<file path="src/rtl/traffic_light_ctrl.sv">
// Traffic light sequencer driving the RGB LED color select.
// Prescaled phase timer, four-state FSM, sticky pedestrian latch.
module traffic_light_ctrl #(
  parameter int TICK_DIV        = 50_000_000,
  parameter int RED_TICKS       = 4,
  parameter int GREEN_TICKS     = 6,
  parameter int YELLOW_TICKS    = 2,
  parameter int WALK_TICKS      = 6,
  parameter int MIN_GREEN_TICKS = 2
) (
  input  logic       clk,
  input  logic       rst,
  input  logic       en,
  input  logic       ped_req,
  input  logic       maint,
  output logic [1:0] color,
  output logic       walk,
  output logic       ped_pending
);

  localparam int MAX_RG = (RED_TICKS > GREEN_TICKS) ?
                          RED_TICKS : GREEN_TICKS;
  localparam int MAX_YW = (YELLOW_TICKS > WALK_TICKS) ?
                          YELLOW_TICKS : WALK_TICKS;
  localparam int MAX_T  = (MAX_RG > MAX_YW) ? MAX_RG : MAX_YW;
  localparam int TW     = (MAX_T > 1) ? $clog2(MAX_T) : 1;
  localparam int PW     = (TICK_DIV > 1) ? $clog2(TICK_DIV) : 1;

  localparam logic [PW-1:0] P_LAST = PW'(TICK_DIV - 1);
  localparam logic [TW-1:0] R_LAST = TW'(RED_TICKS - 1);
  localparam logic [TW-1:0] W_LAST = TW'(WALK_TICKS - 1);
  localparam logic [TW-1:0] G_LAST = TW'(GREEN_TICKS - 1);
  localparam logic [TW-1:0] Y_LAST = TW'(YELLOW_TICKS - 1);
  localparam logic [TW-1:0] M_LAST = TW'(MIN_GREEN_TICKS - 1);

  // Encoding matches the LED color select so color is the state flop.
  typedef enum logic [1:0] {
    S_RED    = 2'd0,
    S_YELLOW = 2'd1,
    S_GREEN  = 2'd2,
    S_MAINT  = 2'd3
  } state_t;

  state_t        state, state_n;
  logic [PW-1:0] presc, presc_n;
  logic [TW-1:0] timer, timer_n;
  logic          walk_n;
  logic          pend_n;
  logic          tick;
  logic [TW-1:0] red_last;

  assign tick     = en && (presc == P_LAST);
  assign red_last = walk ? W_LAST : R_LAST;
  assign color    = state;

  // Next-state, counter and latch logic; maint has priority over timing.
  always_comb begin
    state_n = state;
    presc_n = presc;
    timer_n = timer;
    walk_n  = walk;
    pend_n  = ped_pending | ped_req;
    if (maint) begin
      state_n = S_MAINT;
      presc_n = '0;
      timer_n = '0;
      walk_n  = 1'b0;
      pend_n  = 1'b0;
    end else if (state == S_MAINT) begin
      state_n = S_RED;
      presc_n = '0;
      timer_n = '0;
      walk_n  = 1'b0;
      pend_n  = ped_pending;
    end else if (en) begin
      presc_n = tick ? '0 : presc + 1'b1;
      if (tick) begin
        timer_n = timer + 1'b1;
        case (state)
          S_RED: begin
            if (timer == red_last) begin
              state_n = S_GREEN;
              walk_n  = 1'b0;
            end
          end
          S_GREEN: begin
            if (timer == G_LAST ||
                (ped_pending && timer >= M_LAST))
              state_n = S_YELLOW;
          end
          S_YELLOW: begin
            if (timer == Y_LAST) begin
              state_n = S_RED;
              walk_n  = ped_pending | ped_req;
              pend_n  = 1'b0;
            end
          end
          default: state_n = S_RED;
        endcase
        if (state_n != state)
          timer_n = '0;
      end
    end
  end

  // State, counters and pedestrian latch registers.
  always_ff @(posedge clk) begin
    if (rst) begin
      state       <= S_RED;
      presc       <= '0;
      timer       <= '0;
      walk        <= 1'b0;
      ped_pending <= 1'b0;
    end else begin
      state       <= state_n;
      presc       <= presc_n;
      timer       <= timer_n;
      walk        <= walk_n;
      ped_pending <= pend_n;
    end
  end

endmodule
</file>
<file path="config.mk">
export PLATFORM = sky130hd
export DESIGN_NAME = traffic_light_ctrl
export DESIGN_NICKNAME = d
export VERILOG_FILES = /design/src/rtl/traffic_light_ctrl.sv
export SDC_FILE = /design/constraint.sdc
export NUM_CORES = 1
export LEC_CHECK = 0
export CORE_UTILIZATION = 45
export CTS_BUF_LIST = sky130_fd_sc_hd__clkbuf_16
export DETAILED_ROUTE_END_ITERATION = 8
export HOLD_SLACK_MARGIN = 0.08
export PLACE_DENSITY = 0.75
export SETUP_SLACK_MARGIN = 0.02
export SLEW_MARGIN = 20
export SYNTH_ARGS = -nofsm -noshare
export SYNTH_HDL_FRONTEND = slang
export SYNTH_SLANG_ARGS = --single-unit
</file>
<file path="constraint.sdc">
create_clock -name clk -period 2.25 [get_ports clk]
set_input_delay 0.45 -clock clk [delete_from_list [all_inputs] [get_ports clk]]
set_output_delay 0.45 -clock clk [all_outputs]
set_load 0.02 [all_outputs]
</file>
# Word-level counts from Yosys, hierarchy flattened
# Index checks and enable logic that the tools add are counted.
[op_classes] n_reduce_logical=12 addsub=2 shifts=0 div_mod_pow=0 bitwise=1 muxes=22 eq_ne=10 mul=0 magnitude_cmp=1
[op_table] op="26-bit by 1-bit adder with 26-bit output, second input constant" n=1
[op_table] op="26-bit == test, second input constant" n=1
[op_table] op="26-bit two-way mux" n=1
[op_table] op="2-bit two-way mux" n=11
[op_table] op="1-bit two-way mux" n=6
[op_table] op="3-bit two-way mux" n=2
[op_table] op="2-bit case mux with 3 select lines" n=1
[op_table] op="3-bit nonzero test" n=2
[op_table] op="5-bit AND reduction" n=1
[op_table] op="2-bit == test, second input constant" n=2
[op_table] op="2-bit != test, second input constant" n=2
[op_table] op="2-bit AND reduction" n=2
[op_table] op="3-bit by 1-bit adder with 3-bit output, second input constant" n=1
[op_table] op="3-bit by 1-bit == test with 1-bit output, second input constant" n=1
[op_table] op="3-bit == test" n=1
[op_table] op="3-bit == test, second input constant" n=1
[op_table] op="3-bit by 1-bit >= comparator with 1-bit output, second input constant" n=1
[op_table] op="3-bit OR reduction" n=1
[op_table] op="2-bit by 1-bit == test with 1-bit output, second input constant" n=1
[op_table] op="1-bit logical AND" n=2
[op_table] op="2-bit zero test" n=1
[op_table] op="2-bit != test" n=1
[op_table] op="1-bit case mux with 2 select lines" n=1
[op_table] op="2-bit nonzero test" n=1
[op_table] op="3 further kinds" n=3
[word_totals] latchBits=0 ramBits=0 memories=0 elab_cells=53 output_inout_bits=4 mem_bits_ro=0 register_bits=33

# Logic depth before layout (Yosys ltp)
[depth] depth_word=13 depth_mapped=9 mapped_depth_nobuf=7

# Least setup slack after synthesis
# OpenSTA, ideal clock, no wires.
[synth_timing] path_type="register -> register" from="register presc[0]" to="register walk" path_slack_ns=0.180 t_arrival_ns=2.000 required_time_ns=2.180 path_buffers=2 path_stages_with_launch=9 setup_ns=0.070 path_cell_list="dfxtp_1 -> ha_1 -> nand3_2 -> or2_0 -> clkbuf_2 -> or3_1 -> buf_2 -> or4_1 -> a21oi_1"
[synth_between] elab_chain_cells=3
[synth_rtl] element="start, declared" line_no="45" text="logic [PW-1:0] presc, presc_n;"
[synth_rtl] element="start signal, assigned" line_no="116" text="presc <= presc_n;"
[synth_rtl] element="26-bit == test" line_no="52" text="assign tick = en && (presc == P_LAST);"
[synth_rtl] element="1-bit logical AND" line_no="52"
[synth_rtl] element="5-bit AND reduction (no source line)"
[synth_rtl] element="end signal, assigned" line_no="118" text="walk <= walk_n;"
[synth_rtl] element="end, declared" line_no="17" text="output logic walk,"
# No other way between the ends.
# A chain may end at the register's enable or synchronous reset.

# Worst setup path after layout
[layout_timing] from="input en" to="register walk"
[layout_between] elab_chain_cells=2
[layout_rtl] element="start, declared" line_no="13" text="input logic en,"
[layout_rtl] element="1-bit logical AND" line_no="52"
[layout_rtl] element="5-bit AND reduction (no source line) (*)"
# Mark *: on every way between the ends. The rest lies on a longest branch, timed or not.

==> impl_metrics.tcl <==
set metrics [dict create \
    layout_min_cycle_time_ps 2030 \
    avgSynthCellArea_um2 8.42 \
    grt_max_degree 24 \
    diodes 0 \
    p_int_mw 1.01 \
    dpl_cell_area_um2 1780 \
    ys.flop_type "dfxtp_1" \
    tightest_slew_ps 446 \
    grt-ovfl-total 0 \
    dp_hpwl_um 2160 \
    ys_seq_area_frac 0.417 \
    status "finished clean" \
    initial_core_util 0.471 \
    setup_violations 0 \
    fmax_ghz 0.492 \
    post-route-period-util 0.902 \
    nets 214 \
    slew_violations 0 \
    syn-num-nets 196 \
    vias 1340 \
    multi_input_area_um2 886 \
    worst_slack_ps 219 \
    total_power_mw 1.27 \
    max-slew-margin-rel 0.702 \
    drive_gt1_frac 0.0825 \
    clockPowerShare 0.484 \
    firstDrtPassIters 4 \
    final_common_cell "nor2_1" \
    antenna_found_initial 0 \
    rows 21 \
    vias_per_cell 5.32 \
    final_cell_mix "nor2_1, dfxtp_1, xor2_1" \
    drt_wl_total_um 3120 \
    r2r.worst_path.cells 5 \
    hold_buffers 0 \
    synth_seq_cells 33 \
    hold_slack_ps 477 \
    clkSlewWorstSetupHoldPaths_ps 50 \
    p_leak_nw 0.638 \
    avgRoutedWirePerCell_um 12.4 \
    start_kind "primary input" \
    numCtsBuffers 5 \
    ios 9 \
    cts_sinks 33 \
    fin_setup_tns_ps 0 \
    design_area_um2 1910 \
    cts_buffer_depth 2 \
    fp.dieH_um 61.3 \
    antenna_left 0 \
    fin_util 0.567 \
    seqPwrFrac 0.471 \
    place_congestion 0.807 \
    post_cts_buffers 0 \
    grtUsageTotal 0.191 \
    synth_area_um2 1580 \
    min_path_cells 2 \
    p_sw_mw 0.258 \
    post_synth_inst_count 188 \
    fillers 327 \
    wl_met1_um 1530 \
    rsz0062_at_grt "no" \
    highest_layer "met4" \
    pre_cts_ws_ps -57.6 \
    switching_share 0.203 \
    maxCapViolations 0 \
    grt_pass1_wl_um 5070 \
    wl_met3_um 104 \
    syn_to_final_growth_pct 20.6 \
    drc 0 \
    dr_wl_met2_um 1430 \
    die_x_um 61.3 \
    async_reset_ff_frac 0 \
    endpoint_kind "register" \
    combPwrFrac 0.045 \
    worstHoldPathType "reg2reg" \
    io_buffers 8 \
    core_area_um2 3360 \
    ir_worst_vdd_mv 0.314 \
    ctsResizeCount 0 \
    synth.distinct_cells 38 \
    worst_clock_skew_ps 3.33 \
    final_cells 252 \
    regArea_um2 661 \
    path_class "in2reg" \
    required_ps 2460 \
    cts_tree "built" \
    h-tree-depth 2 \
    p_per_area_nw_per_um2 665 \
    clk_latency_ps 280 \
    die_area_um2 3760 \
    final-hold-violation-count 0 \
    grt_pass1_vias 1215 \
    cts_root_buffer "clkbuf_16" \
    drt_iter0_markers 92 \
    dp.cells 245 \
    synth_edf_count 0 \
    yosysWarningCount 0 \
    worst_ep_arrival_time_ps 2240 \
    worstPathMaxFanout 2 \
]
==> cells by family after synthesis <==
logic type | count (synthesis) | synth area share
and+or+nand+nor | 101 | 0.333
buffers and inverters | 9 | 0.0229
adders and majority gates | 3 | 0.0237
xor gates and xnor gates | 24 | 0.133
DFF | 33 | 0.417
AOI/OAI and AO/OA | 18 | 0.0704
==> sequential cells by signal (all words and copies together), names as in the netlist <==
signal / count
timer: 3
presc: 26
ped_pending: 1
color: 2
walk: 1
==> final cells by class <==
| class | count | share of cell area |
|---|---|---|
| Timing Repair Buffer | 17 | 0.0839 |
| Clock inverter | 2 | 0.00393 |
| Clock buffer | 5 | 0.0656 |
| Inverter | 3 | 0.00590 |
| Multi-Input combinational cell | 146 | 0.464 |
| Sequential cell | 33 | 0.346 |
| Tap cell | 46 | 0.0302 |
==> cell usage after synthesis (3+ instances only) <==
cell type | count | area, um2
a21oi_1 | 8 | 40.0
and3_1 | 3 | 18.8
clkbuf_1 | 4 | 15.0
dfxtp_1 | 33 | 661
ha_1 | 3 | 37.5
inv_1 | 3 | 11.3
nand2_1 | 16 | 60.1
nand2b_1 | 4 | 25.0
nand3_1 | 8 | 40.0
nand4_1 | 11 | 68.8
nor2_1 | 35 | 131
nor4_1 | 4 | 25.0
or3_1 | 3 | 18.8
xnor2_1 | 5 | 43.8
xor2_1 | 19 | 166
==> power groups by stage <==
stage | clock [mW] | sequential, mW | combinational (mW)
finish | 0.614 | 0.598 | 0.0565
global route | 0.662 | 0.598 | 0.0624
CTS | 0.636 | 0.598 | 0.0573
detailed placement | 0 | 0.610 | 0.0568
global placement | 0 | 0.610 | 0.0562
floorplan | 0 | 0.612 | 0.0239
==> critical path, stage by stage <==
cell and delay [ps]:
clkdlybuf4s50_1 490, nand3_2 80, or2_0 250, or3_1 320, or4_1 500, a21oi_1 140
==> layer usage <==
metal | track usage | up-vias
met1 | 0.220 | 630
met4 | 0.0844 | 0
met2 | 0.307 | 13
met3 | 0.0840 | 6
met5 | 0 | -
li1 | - | 691
==> final timing paths <==
kind                                 from  slack [ps]        to
worst max-delay path                   en         220      walk
worst min-delay path             presc[1]         480  presc[1]
worst max register to register  presc[19]         250      walk
worst min register to register   presc[1]         480  presc[1]
(Power assumes the default switching activity.)
